===== config.mk =====
export PLATFORM = sky130hd
export DESIGN_NAME = mips_multicycle_ctrl_flat
export DESIGN_NICKNAME = d
export VERILOG_FILES = /design/src/rtl/mips_multicycle_ctrl_if.sv /design/src/rtl/mips_multicycle_ctrl.sv /design/src/flat_wrapper.sv
export SDC_FILE = /design/constraint.sdc
export NUM_CORES = 1
export LEC_CHECK = 0
export BUFFER_PORTS_ARGS = -buffer_cell sky130_fd_sc_hd__buf_2
export CAP_MARGIN = 25
export CORE_MARGIN = 1.5
export CORE_UTILIZATION = 48
export CTS_CLUSTER_SIZE = 30
export DETAILED_ROUTE_END_ITERATION = 10
export HOLD_SLACK_MARGIN = 0.02
export PLACE_DENSITY = 0.82
export SLEW_MARGIN = 0
export SYNTH_ARGS = -nofsm -noshare
export SYNTH_HDL_FRONTEND = slang
export SYNTH_SLANG_ARGS = --single-unit

===== constraint.sdc =====
create_clock -name clk -period 1.9 [get_ports clk]
set_input_delay 0.19 -clock clk [delete_from_list [all_inputs] [get_ports clk]]
set_output_delay 0.19 -clock clk [all_outputs]
set_load 0.03 [all_outputs]

===== src/rtl/mips_multicycle_ctrl_if.sv =====
// Control bundle between the multi-cycle MIPS controller and its datapath/memory.
// The controller uses the master modport; the datapath side uses slave.
interface mips_multicycle_ctrl_if #(
  parameter int CNT_W = 32
);
  logic [5:0]       opcode;
  logic             alu_zero;
  logic             mem_ready;
  logic             PCWrite;
  logic             pc_we;
  logic             Branch;
  logic             IorD;
  logic             MemRead;
  logic             MemWrite;
  logic             IRWrite;
  logic             MemToReg;
  logic             RegDst;
  logic             RegWrite;
  logic             ALUSrcA;
  logic [1:0]       ALUSrcB;
  logic [1:0]       ALUOp;
  logic             PCSource;
  logic             instr_retired;
  logic [CNT_W-1:0] retired_count;
  logic             trap;
  logic [1:0]       trap_cause;
  logic [3:0]       state;

  modport master (
    input  opcode, alu_zero, mem_ready,
    output PCWrite, pc_we, Branch, IorD, MemRead, MemWrite, IRWrite,
           MemToReg, RegDst, RegWrite, ALUSrcA, ALUSrcB, ALUOp, PCSource,
           instr_retired, retired_count, trap, trap_cause, state
  );

  modport slave (
    output opcode, alu_zero, mem_ready,
    input  PCWrite, pc_we, Branch, IorD, MemRead, MemWrite, IRWrite,
           MemToReg, RegDst, RegWrite, ALUSrcA, ALUSrcB, ALUOp, PCSource,
           instr_retired, retired_count, trap, trap_cause, state
  );
endinterface


===== src/rtl/mips_multicycle_ctrl.sv =====
// Multi-cycle MIPS controller: FETCH/DECODE/EXECUTE/MEMORY/WRITEBACK sequencing
// with memory-ready handshake, wait timeout, illegal-opcode trap and retire counter.
module mips_multicycle_ctrl #(
  parameter logic [5:0] SUBI_OPCODE = 6'b001001,
  parameter int         TIMEOUT     = 255,
  parameter int         CNT_W       = 32
) (
  input logic clk,
  input logic rst,
  mips_multicycle_ctrl_if.master bus
);

  localparam int WCW = (TIMEOUT > 1) ? $clog2(TIMEOUT) : 1;

  localparam logic [5:0] OP_RTYPE = 6'b000000;
  localparam logic [5:0] OP_LW    = 6'b100011;
  localparam logic [5:0] OP_SW    = 6'b101011;
  localparam logic [5:0] OP_BEQ   = 6'b000100;

  typedef enum logic [3:0] {
    S_FETCH    = 4'd0,
    S_DECODE   = 4'd1,
    S_MEMADR   = 4'd2,
    S_MEMRD    = 4'd3,
    S_MEMWB    = 4'd4,
    S_MEMWR    = 4'd5,
    S_RTYPE_EX = 4'd6,
    S_RTYPE_WB = 4'd7,
    S_IMM_EX   = 4'd8,
    S_IMM_WB   = 4'd9,
    S_BEQ_EX   = 4'd10,
    S_TRAP     = 4'd11
  } state_t;

  state_t           state_q, state_nxt;
  logic [WCW-1:0]   wcnt_q;
  logic [CNT_W-1:0] retired_q;
  logic             trap_q;
  logic [1:0]       cause_q, cause_nxt;
  logic             timeout_hit, illegal_state;

  logic       pc_write, branch, iord, mem_read, mem_write, ir_write;
  logic       mem_to_reg, reg_dst, reg_write, alu_src_a, pc_source, retire;
  logic [1:0] alu_src_b, alu_op;

  // Timeout fires only on a cycle that would otherwise keep waiting.
  assign timeout_hit   = (TIMEOUT != 0) && !bus.mem_ready && (wcnt_q == WCW'(TIMEOUT - 1));
  assign illegal_state = (state_q > S_TRAP);

  always_comb begin
    state_nxt  = state_q;
    cause_nxt  = 2'b00;
    pc_write   = 1'b0;
    branch     = 1'b0;
    iord       = 1'b0;
    mem_read   = 1'b0;
    mem_write  = 1'b0;
    ir_write   = 1'b0;
    mem_to_reg = 1'b0;
    reg_dst    = 1'b0;
    reg_write  = 1'b0;
    alu_src_a  = 1'b0;
    alu_src_b  = 2'b00;
    alu_op     = 2'b00;
    pc_source  = 1'b0;
    retire     = 1'b0;
    case (state_q)
      S_FETCH: begin
        mem_read  = 1'b1;
        alu_src_b = 2'b01;
        ir_write  = bus.mem_ready;
        pc_write  = bus.mem_ready;
        if (bus.mem_ready) begin
          state_nxt = S_DECODE;
        end else if (timeout_hit) begin
          state_nxt = S_TRAP;
          cause_nxt = 2'b10;
        end
      end
      S_DECODE: begin
        alu_src_b = 2'b11;
        if (bus.opcode == OP_RTYPE)                          state_nxt = S_RTYPE_EX;
        else if (bus.opcode == OP_LW || bus.opcode == OP_SW) state_nxt = S_MEMADR;
        else if (bus.opcode == SUBI_OPCODE)                  state_nxt = S_IMM_EX;
        else if (bus.opcode == OP_BEQ)                       state_nxt = S_BEQ_EX;
        else begin
          state_nxt = S_TRAP;
          cause_nxt = 2'b01;
        end
      end
      S_MEMADR: begin
        alu_src_a = 1'b1;
        alu_src_b = 2'b10;
        state_nxt = (bus.opcode == OP_LW) ? S_MEMRD : S_MEMWR;
      end
      S_MEMRD: begin
        iord     = 1'b1;
        mem_read = 1'b1;
        if (bus.mem_ready) begin
          state_nxt = S_MEMWB;
        end else if (timeout_hit) begin
          state_nxt = S_TRAP;
          cause_nxt = 2'b10;
        end
      end
      S_MEMWB: begin
        mem_to_reg = 1'b1;
        reg_write  = 1'b1;
        retire     = 1'b1;
        state_nxt  = S_FETCH;
      end
      S_MEMWR: begin
        iord      = 1'b1;
        mem_write = 1'b1;
        if (bus.mem_ready) begin
          retire    = 1'b1;
          state_nxt = S_FETCH;
        end else if (timeout_hit) begin
          state_nxt = S_TRAP;
          cause_nxt = 2'b10;
        end
      end
      S_RTYPE_EX: begin
        alu_src_a = 1'b1;
        alu_op    = 2'b10;
        state_nxt = S_RTYPE_WB;
      end
      S_RTYPE_WB: begin
        reg_dst   = 1'b1;
        reg_write = 1'b1;
        retire    = 1'b1;
        state_nxt = S_FETCH;
      end
      S_IMM_EX: begin
        alu_src_a = 1'b1;
        alu_src_b = 2'b10;
        alu_op    = 2'b11;
        state_nxt = S_IMM_WB;
      end
      S_IMM_WB: begin
        reg_write = 1'b1;
        retire    = 1'b1;
        state_nxt = S_FETCH;
      end
      S_BEQ_EX: begin
        alu_src_a = 1'b1;
        alu_op    = 2'b01;
        branch    = 1'b1;
        pc_source = 1'b1;
        retire    = 1'b1;
        state_nxt = S_FETCH;
      end
      S_TRAP: begin
        state_nxt = S_TRAP;
      end
      default: begin
        state_nxt = S_TRAP;
        cause_nxt = 2'b01;
      end
    endcase
  end

  always_ff @(posedge clk) begin
    if (rst) begin
      state_q   <= S_FETCH;
      wcnt_q    <= '0;
      retired_q <= '0;
      trap_q    <= 1'b0;
      cause_q   <= 2'b00;
    end else begin
      state_q <= state_nxt;
      // Wait counter restarts on every state change and saturates while stuck.
      if (state_nxt != state_q)                  wcnt_q <= '0;
      else if (!bus.mem_ready && wcnt_q != '1)   wcnt_q <= wcnt_q + 1'b1;
      if (retire)                                retired_q <= retired_q + 1'b1;
      if (state_nxt == S_TRAP && state_q != S_TRAP) begin
        trap_q  <= 1'b1;
        cause_q <= cause_nxt;
      end
    end
  end

  // Write enables and requests are forced low during reset, same cycle.
  assign bus.PCWrite       = pc_write  & ~rst;
  assign bus.pc_we         = (pc_write | (branch & bus.alu_zero)) & ~rst;
  assign bus.IRWrite       = ir_write  & ~rst;
  assign bus.MemRead       = mem_read  & ~rst;
  assign bus.MemWrite      = mem_write & ~rst;
  assign bus.RegWrite      = reg_write & ~rst;
  assign bus.instr_retired = retire    & ~rst;
  assign bus.Branch        = branch;
  assign bus.IorD          = iord;
  assign bus.MemToReg      = mem_to_reg;
  assign bus.RegDst        = reg_dst;
  assign bus.ALUSrcA       = alu_src_a;
  assign bus.ALUSrcB       = alu_src_b;
  assign bus.ALUOp         = alu_op;
  assign bus.PCSource      = pc_source;
  assign bus.retired_count = retired_q;
  assign bus.trap          = trap_q | illegal_state;
  assign bus.trap_cause    = illegal_state ? 2'b01 : cause_q;
  assign bus.state         = state_q;

endmodule


===== src/flat_wrapper.sv =====
// flat-port wrapper written by rule: the top's interface ports become plain ports
module mips_multicycle_ctrl_flat 
#(
  parameter logic [5:0] SUBI_OPCODE = 6'b001001,
  parameter int         TIMEOUT     = 255,
  parameter int         CNT_W       = 32
)
  (clk, rst, bus_opcode, bus_alu_zero, bus_mem_ready, bus_PCWrite, bus_pc_we, bus_Branch, bus_IorD, bus_MemRead, bus_MemWrite, bus_IRWrite, bus_MemToReg, bus_RegDst, bus_RegWrite, bus_ALUSrcA, bus_ALUSrcB, bus_ALUOp, bus_PCSource, bus_instr_retired, bus_retired_count, bus_trap, bus_trap_cause, bus_state);
  mips_multicycle_ctrl_if #(.CNT_W(CNT_W)) bus_i ();
  input logic clk;
  input logic rst;
  input wire logic [$bits(bus_i.opcode)-1:0] bus_opcode;
  input wire logic [$bits(bus_i.alu_zero)-1:0] bus_alu_zero;
  input wire logic [$bits(bus_i.mem_ready)-1:0] bus_mem_ready;
  output wire logic [$bits(bus_i.PCWrite)-1:0] bus_PCWrite;
  output wire logic [$bits(bus_i.pc_we)-1:0] bus_pc_we;
  output wire logic [$bits(bus_i.Branch)-1:0] bus_Branch;
  output wire logic [$bits(bus_i.IorD)-1:0] bus_IorD;
  output wire logic [$bits(bus_i.MemRead)-1:0] bus_MemRead;
  output wire logic [$bits(bus_i.MemWrite)-1:0] bus_MemWrite;
  output wire logic [$bits(bus_i.IRWrite)-1:0] bus_IRWrite;
  output wire logic [$bits(bus_i.MemToReg)-1:0] bus_MemToReg;
  output wire logic [$bits(bus_i.RegDst)-1:0] bus_RegDst;
  output wire logic [$bits(bus_i.RegWrite)-1:0] bus_RegWrite;
  output wire logic [$bits(bus_i.ALUSrcA)-1:0] bus_ALUSrcA;
  output wire logic [$bits(bus_i.ALUSrcB)-1:0] bus_ALUSrcB;
  output wire logic [$bits(bus_i.ALUOp)-1:0] bus_ALUOp;
  output wire logic [$bits(bus_i.PCSource)-1:0] bus_PCSource;
  output wire logic [$bits(bus_i.instr_retired)-1:0] bus_instr_retired;
  output wire logic [$bits(bus_i.retired_count)-1:0] bus_retired_count;
  output wire logic [$bits(bus_i.trap)-1:0] bus_trap;
  output wire logic [$bits(bus_i.trap_cause)-1:0] bus_trap_cause;
  output wire logic [$bits(bus_i.state)-1:0] bus_state;
  assign bus_i.opcode = bus_opcode;
  assign bus_i.alu_zero = bus_alu_zero;
  assign bus_i.mem_ready = bus_mem_ready;
  assign bus_PCWrite = bus_i.PCWrite;
  assign bus_pc_we = bus_i.pc_we;
  assign bus_Branch = bus_i.Branch;
  assign bus_IorD = bus_i.IorD;
  assign bus_MemRead = bus_i.MemRead;
  assign bus_MemWrite = bus_i.MemWrite;
  assign bus_IRWrite = bus_i.IRWrite;
  assign bus_MemToReg = bus_i.MemToReg;
  assign bus_RegDst = bus_i.RegDst;
  assign bus_RegWrite = bus_i.RegWrite;
  assign bus_ALUSrcA = bus_i.ALUSrcA;
  assign bus_ALUSrcB = bus_i.ALUSrcB;
  assign bus_ALUOp = bus_i.ALUOp;
  assign bus_PCSource = bus_i.PCSource;
  assign bus_instr_retired = bus_i.instr_retired;
  assign bus_retired_count = bus_i.retired_count;
  assign bus_trap = bus_i.trap;
  assign bus_trap_cause = bus_i.trap_cause;
  assign bus_state = bus_i.state;
  mips_multicycle_ctrl #(.SUBI_OPCODE(SUBI_OPCODE), .TIMEOUT(TIMEOUT), .CNT_W(CNT_W)) u_core (.clk(clk), .rst(rst), .bus(bus_i));
endmodule

**Word level (Yosys, flattened, before mapping)**

Cells that the tools add are included.

- Add/sub/neg operators: 2
- Multipliers: 0
- Div/mod/pow operators: 0
- Order comparisons: 1
- Equal/unequal tests: 20
- Shift-type cells: 0
- Multiplexer cells: 31
- Bitwise gates (word level): 10
- Reductions and logical operators: 16

Operator list:

| cell | number |
|---|---|
| 32-bit by 1-bit adder with 32-bit output (second input constant) | 1 |
| 4-bit one-hot mux with 8 select lines | 1 |
| 4-bit 2-to-1 mux | 7 |
| 4-bit == test (second input constant) | 5 |
| 2-bit one-hot mux with 3 select lines | 3 |
| 4-bit by 3-bit == test with 1-bit output (second input constant) | 4 |
| 6-bit == test (second input constant) | 2 |
| 1-bit 2-to-1 mux | 12 |
| 2-bit 2-to-1 mux | 6 |
| 8-bit by 1-bit adder with 8-bit output (second input constant) | 1 |
| 4-bit by 2-bit == test with 1-bit output (second input constant) | 2 |
| 8-bit == test (second input constant) | 1 |
| 8-bit inequality test (second input constant) | 1 |
| 2-bit OR reduction | 4 |
| 4-bit OR reduction | 2 |
| 8-bit OR reduction | 1 |
| 1-bit AND | 7 |
| 6-bit by 3-bit == test with 1-bit output (second input constant) | 1 |
| 6-bit by 4-bit == test with 1-bit output (second input constant) | 1 |
| 6-bit zero test | 1 |
| 3-bit OR reduction | 2 |
| 4-bit by 1-bit == test with 1-bit output (second input constant) | 1 |
| 4-bit > comparator (second input constant) | 1 |
| 4-bit zero test | 1 |
| 9 further kinds | 12 |

- Register bits: 47
- Bits in latches: 0
- Memory bits (writable): 0
- Bits in read-only memories: 0
- Input bits: 10
- Output and inout port bits: 56
- Word-level logic and storage cells: 85
- Memories: 0

**Depth between registers and ports, before layout**

- Word-level depth: 8
- Gate-level depth with buffers: 8
- Gate-level depth less buffers: 8

**Worst setup path after synthesis**

No wires, ideal clock.

- Path type: reg2out
- From: register u_core.state_q[3], in the netlist u_core.bus.state[3]
- To: output port bus_pc_we
- Data arrival time: 2.633 ns
- Data required time: 1.710 ns
- Slack: -0.923 ns
- Stages on the path, launching flop included: 5
- Buffers on the path: 2
- Cell sequence: dfxtp_1 buf_2 buf_2 nand3_1 a2111oi_0

- Word-level cells in the longest chain between the ends: 5

Ends and longest elaborated chain:

| element | RTL line | source |
|---|---|---|
| from (decl) | mips_multicycle_ctrl.sv:35 | `state_t state_q, state_nxt;` |
| from (signal assigned) | mips_multicycle_ctrl.sv:171 | `state_q <= state_nxt;` |
| 4-bit == test | mips_multicycle_ctrl.sv:67 | `case (state_q)` |
| 1-bit 2-to-1 mux | mips_multicycle_ctrl.sv:67 |  |
| 1-bit AND | mips_multicycle_ctrl.sv:185 | `assign bus.pc_we = (pc_write \| (branch & bus.alu_zero)) & ~rst;` |
| 1-bit OR (*) | mips_multicycle_ctrl.sv:185 |  |
| 1-bit AND (*) | mips_multicycle_ctrl.sv:185 |  |
| to (decl) | flat_wrapper.sv:16 | `output wire logic [$bits(bus_i.pc_we)-1:0] bus_pc_we;` |

Mark *: on every way between the ends. The rest lies on a longest branch, timed or not.

**Final worst setup path**

- From: register u_core.state_q[2], in the netlist u_core.bus.state[2]
- To: register u_core.cause_q[1]

- Word-level cells in the longest chain between the ends: 5

Ends and longest elaborated chain:

| element | RTL line | source |
|---|---|---|
| 4-bit by 3-bit == test with 1-bit output, or another cell as far along | mips_multicycle_ctrl.sv:67 |  |
| 4-bit OR reduction (no line), or another cell as far along | n/a |  |
| 4-bit one-hot mux with 8 select lines | mips_multicycle_ctrl.sv:67 |  |
| 4-bit == test | mips_multicycle_ctrl.sv:176 | `if (state_nxt == S_TRAP && state_q != S_TRAP) begin` |
| 1-bit logical AND | mips_multicycle_ctrl.sv:176 |  |
| to (signal assigned) | mips_multicycle_ctrl.sv:178 | `cause_q <= cause_nxt;` |
| to (decl) | mips_multicycle_ctrl.sv:39 | `logic [1:0] cause_q, cause_nxt;` |

Parallel ways exist; a longest one is shown, timed or not.
A chain may end at the register's enable or synchronous reset.

==> impl_metrics.tcl <==
set metrics [dict create \
    die-area_sq_mm 0.006141 \
    number_of_instances_in_the_placed_design 491 \
    synth.yosys.seq_area_share 0.3451 \
    route.antenna.remaining_nets 0 \
    yosys-mux-area-fraction 0.007343 \
    grt_first_pass_wirelength_mm 11.65 \
    share_of_flip_flops_with_an_asynchronous_set_or_reset_after_synthesis 0 \
    drt-vias-per-instance 5.596 \
    cts_hold_buf 0 \
    layoutNonFillerInstCount 513 \
    first_pass_iters 4 \
    number_of_setup_violations_in_the_final_report 2 \
    critPathSlowestCell "sky130_fd_sc_hd__dfxtp_4" \
    crit_family "compound AO/OA/AOI/OAI gates" \
    cts_root_buffer "sky130_fd_sc_hd__clkbuf_8" \
    worstSetupPathType "register to register" \
    first_global_vias 2575 \
    unrepaired_setup_endpoints_after_global_routing "true" \
    most_instantiated_flip_flop_cell_in_the_synthesis_netlist "sky130_fd_sc_hd__dfxtp_1" \
    postLayoutSetupSlackWorst_ns -0.004186 \
    critPathMaxStageDelay_ns 0.39 \
    largest_family_of_logic_cells_by_synthesized_area "simple AND/OR/NAND/NOR gates" \
    detail_route.wl_per_cell_um 15.00 \
    drive_gt1_frac 0.4082 \
    simple_gate_portion_of_the_synthesized_area 0.3387 \
    combined_buffer_and_inverter_count_along_the_critical_path 1 \
    mappedNetlistNets 351 \
    synth-warning-count 0 \
    clkLatencyLatePin_ns 0.31 \
    design_power_total_mw 4.529 \
    die_height_um 78.37 \
    insertedDiodeCount 0 \
    final.setup_skew_ns 0.009739 \
    timing.final.crit_share 1.002 \
    area_growth_pct 39.97 \
    gp_congestion 0.9270 \
    worst-slew-pin-transition_ns 0.5008 \
    timing.hold.worst.class "input pin to register" \
    detailedPlacementHpwl_mm 5.197 \
    synth-xor-area-share 0.1317 \
    timing.critical_path.to_type "register" \
    period_needed_ns 1.904 \
    maximum_number_of_pins_on_one_net_before_global_route_repair 32 \
    clock_tree.htree_level_count 2 \
    synth.ff_latch_count 47 \
    final_max_slew_viol_count 0 \
    horizontal_die_dimension_um 78.37 \
    cts_num_sinks 47 \
    setup.worst_path.start_class "register" \
    final.fill_count 412 \
    place.port_buffers 65 \
    avgSynthCellArea_sq_um 8.066 \
    power_per_cell_area_mw_per_mm2 1187 \
    grt.overflow.total 0 \
    timing.critical_path.mode_cell "sky130_fd_sc_hd__a31o_2" \
    core_area_sq_mm 0.005507 \
    grt_use_total 0.2352 \
    count_of_flip_flops_with_a_built_in_enable_after_synthesis 0 \
    synth_area_in_compound_gates 0.1078 \
    hold-worst-slack_ns 0.2731 \
    clk_pin_slew_ns 0.09 \
    yosysUniqueCellTypes 54 \
    maxSlewHeadroom 0.6631 \
    number_of_clock_buffers_inserted_by_tritoncts 5 \
    achievable-frequency_ghz 0.5252 \
    critical_path_peak_fanout 10 \
    antenna_found_initial 0 \
    tritoncts_clock_tree "built" \
    post_route_wl_mm 7.697 \
    synth_fa_ha_area_frac 0.01377 \
    route.vias.total 2871 \
    worst_ir_drop_vdd_mv 0.8268 \
    max-cap-violations 0 \
    cp.arrival_ns 2.11 \
    io-pin-count 66 \
    drc_violations 0 \
    post_synth_instance_area_sq_mm 0.002726 \
    floorplan.rows 27 \
    syn-instance-count 338 \
    outcome "finished with violations" \
    leakagePower_nw 1.644 \
    timing.critical_path.cells "buf_4 -> nor2_1 -> a31oi_1 -> a31o_2 -> nor4_2 -> o211ai_1 -> a31o_2" \
    hold_viol 0 \
    drt_iter0_drcs 186 \
    failed_checks "negative setup slack" \
    clock_tree.buffer_depth 2 \
    floorplan.initialDensity 0.4951 \
    fin_nets 453 \
    required_ns 2.11 \
]
==> cells in the mapped netlist (3+ instances only) <==
| library cell | number | area [sq um] |
|---|---|---|
| sky130_fd_sc_hd__clkbuf_1 | 7 | 26.28 |
| sky130_fd_sc_hd__nor4b_1 | 3 | 26.28 |
| sky130_fd_sc_hd__a21oi_1 | 9 | 45.04 |
| sky130_fd_sc_hd__nor3_1 | 17 | 85.08 |
| sky130_fd_sc_hd__and4_1 | 4 | 35.03 |
| sky130_fd_sc_hd__and2_1 | 6 | 37.54 |
| sky130_fd_sc_hd__xor2_1 | 31 | 271.5 |
| sky130_fd_sc_hd__buf_2 | 10 | 50.05 |
| sky130_fd_sc_hd__ha_1 | 3 | 37.54 |
| sky130_fd_sc_hd__nand2b_1 | 6 | 37.54 |
| sky130_fd_sc_hd__and3_1 | 8 | 50.05 |
| sky130_fd_sc_hd__nor4_1 | 6 | 37.54 |
| sky130_fd_sc_hd__xnor2_1 | 10 | 87.58 |
| sky130_fd_sc_hd__nand3_1 | 23 | 115.1 |
| sky130_fd_sc_hd__inv_1 | 11 | 41.29 |
| sky130_fd_sc_hd__o21ai_0 | 7 | 35.03 |
| sky130_fd_sc_hd__buf_4 | 3 | 22.52 |
| sky130_fd_sc_hd__nand4_1 | 13 | 81.33 |
| sky130_fd_sc_hd__nand2_1 | 17 | 63.81 |
| sky130_fd_sc_hd__nor2_1 | 51 | 191.4 |
| sky130_fd_sc_hd__dfxtp_1 | 47 | 940.9 |
| sky130_fd_sc_hd__o21a_1 | 3 | 22.52 |
==> state kept, by name (all words and copies together) (netlist names) <==
signal / count
u_core.bus.state: 4
u_core.trap_q: 1
u_core.wcnt_q: 8
u_core.bus.retired_count: 32
u_core.cause_q: 2
==> area by class of cell <==
cell class	instances	area (sq um)	share of cell area
sequential	47	967.2	0.2534
tap	72	90.09	0.02361
clock inverter	3	46.29	0.01213
multi-input combinational	259	1856	0.4862
timing repair buffer	116	747.0	0.1957
clock buffer	5	68.82	0.01803
inverter	11	41.29	0.01082
==> logic make-up after synthesis <==
group,count (synthesis)
flip-flops,47
multiplexers,2
buffers and inverters,32
XOR/XNOR,41
AO/OA/AOI/OAI,41
AND/OR/NAND/NOR,172
adder cells (fa/ha/maj),3
==> power by group <==
part	leakage (nW)	switching, mW	total, mW	internal [mW]
registers	0.387	0.118	1.19	1.07
clock network	0.0548	0.364	0.761	0.396
logic	1.20	1.44	2.58	1.13
==> metal layers <==
metal	up-vias	share of wire	global-route usage
met4	0	0.028	0.07500
met1	1361	0.43	0.2970
li1	1391	-	-
met5	-	0	0
met2	98	0.50	0.4035
met3	21	0.044	0.04535
==> cell usage in the layout (no fill, tap or decap), drive strengths merged, types with 8 or more instances in the layout <==
master and count:
a21oi 9, and3 8, buf 116, dfxtp 47, inv 12, nand2 17
nand3 23, nand4 13, nor2 51, nor3 18, o21ai 9, xnor2 10
xor2 31
==> what timing repair did <==
action / 4_1_cts / 5_1_grt
resized for setup: 14 / 36
setup endpoints to repair: 16 / 33
pin swaps: 2 / 7
buffers inserted: 4 / 10
==> path summary, 6_finish.rpt <==
path | start | endpoint | slack (ns) | cells past startpoint
worst min-delay path | rst | u_core.bus.retired_count[0]$_SDFFE_PP0P_ | 0.27 | 2
worst min register to register | u_core.trap_q$_SDFFE_PP0P_ | u_core.trap_q$_SDFFE_PP0P_ | 0.49 | 2
worst max-delay path | u_core.bus.state[2]$_SDFF_PP0_ | u_core.cause_q[1]$_SDFFE_PP0P_ | -0.004 | 7
worst max register to register | u_core.bus.state[2]$_SDFF_PP0_ | u_core.cause_q[1]$_SDFFE_PP0P_ | -0.004 | 7
==> stage by stage <==
| stage | instance area, sq um | util | setup TNS, ns | setup WS, ns |
|---|---|---|---|---|
| 3_3_place_gp | 3383 | 0.6144 | 0 | 0.03645 |
| 4_1_cts | 3583 | 0.6508 | 0 | 0.002942 |
| 5_1_grt | 3816 | 0.6930 | -1.029 | -0.1066 |
| 3_5_place_dp | 3383 | 0.6144 | -0.1669 | -0.02892 |
| 6_report | 3816 | 0.6930 | -0.005297 | -0.004186 |
| 2_1_floorplan | 2794 | - | -0.2789 | -0.03464 |
Power figures use the tool's default switching activity.
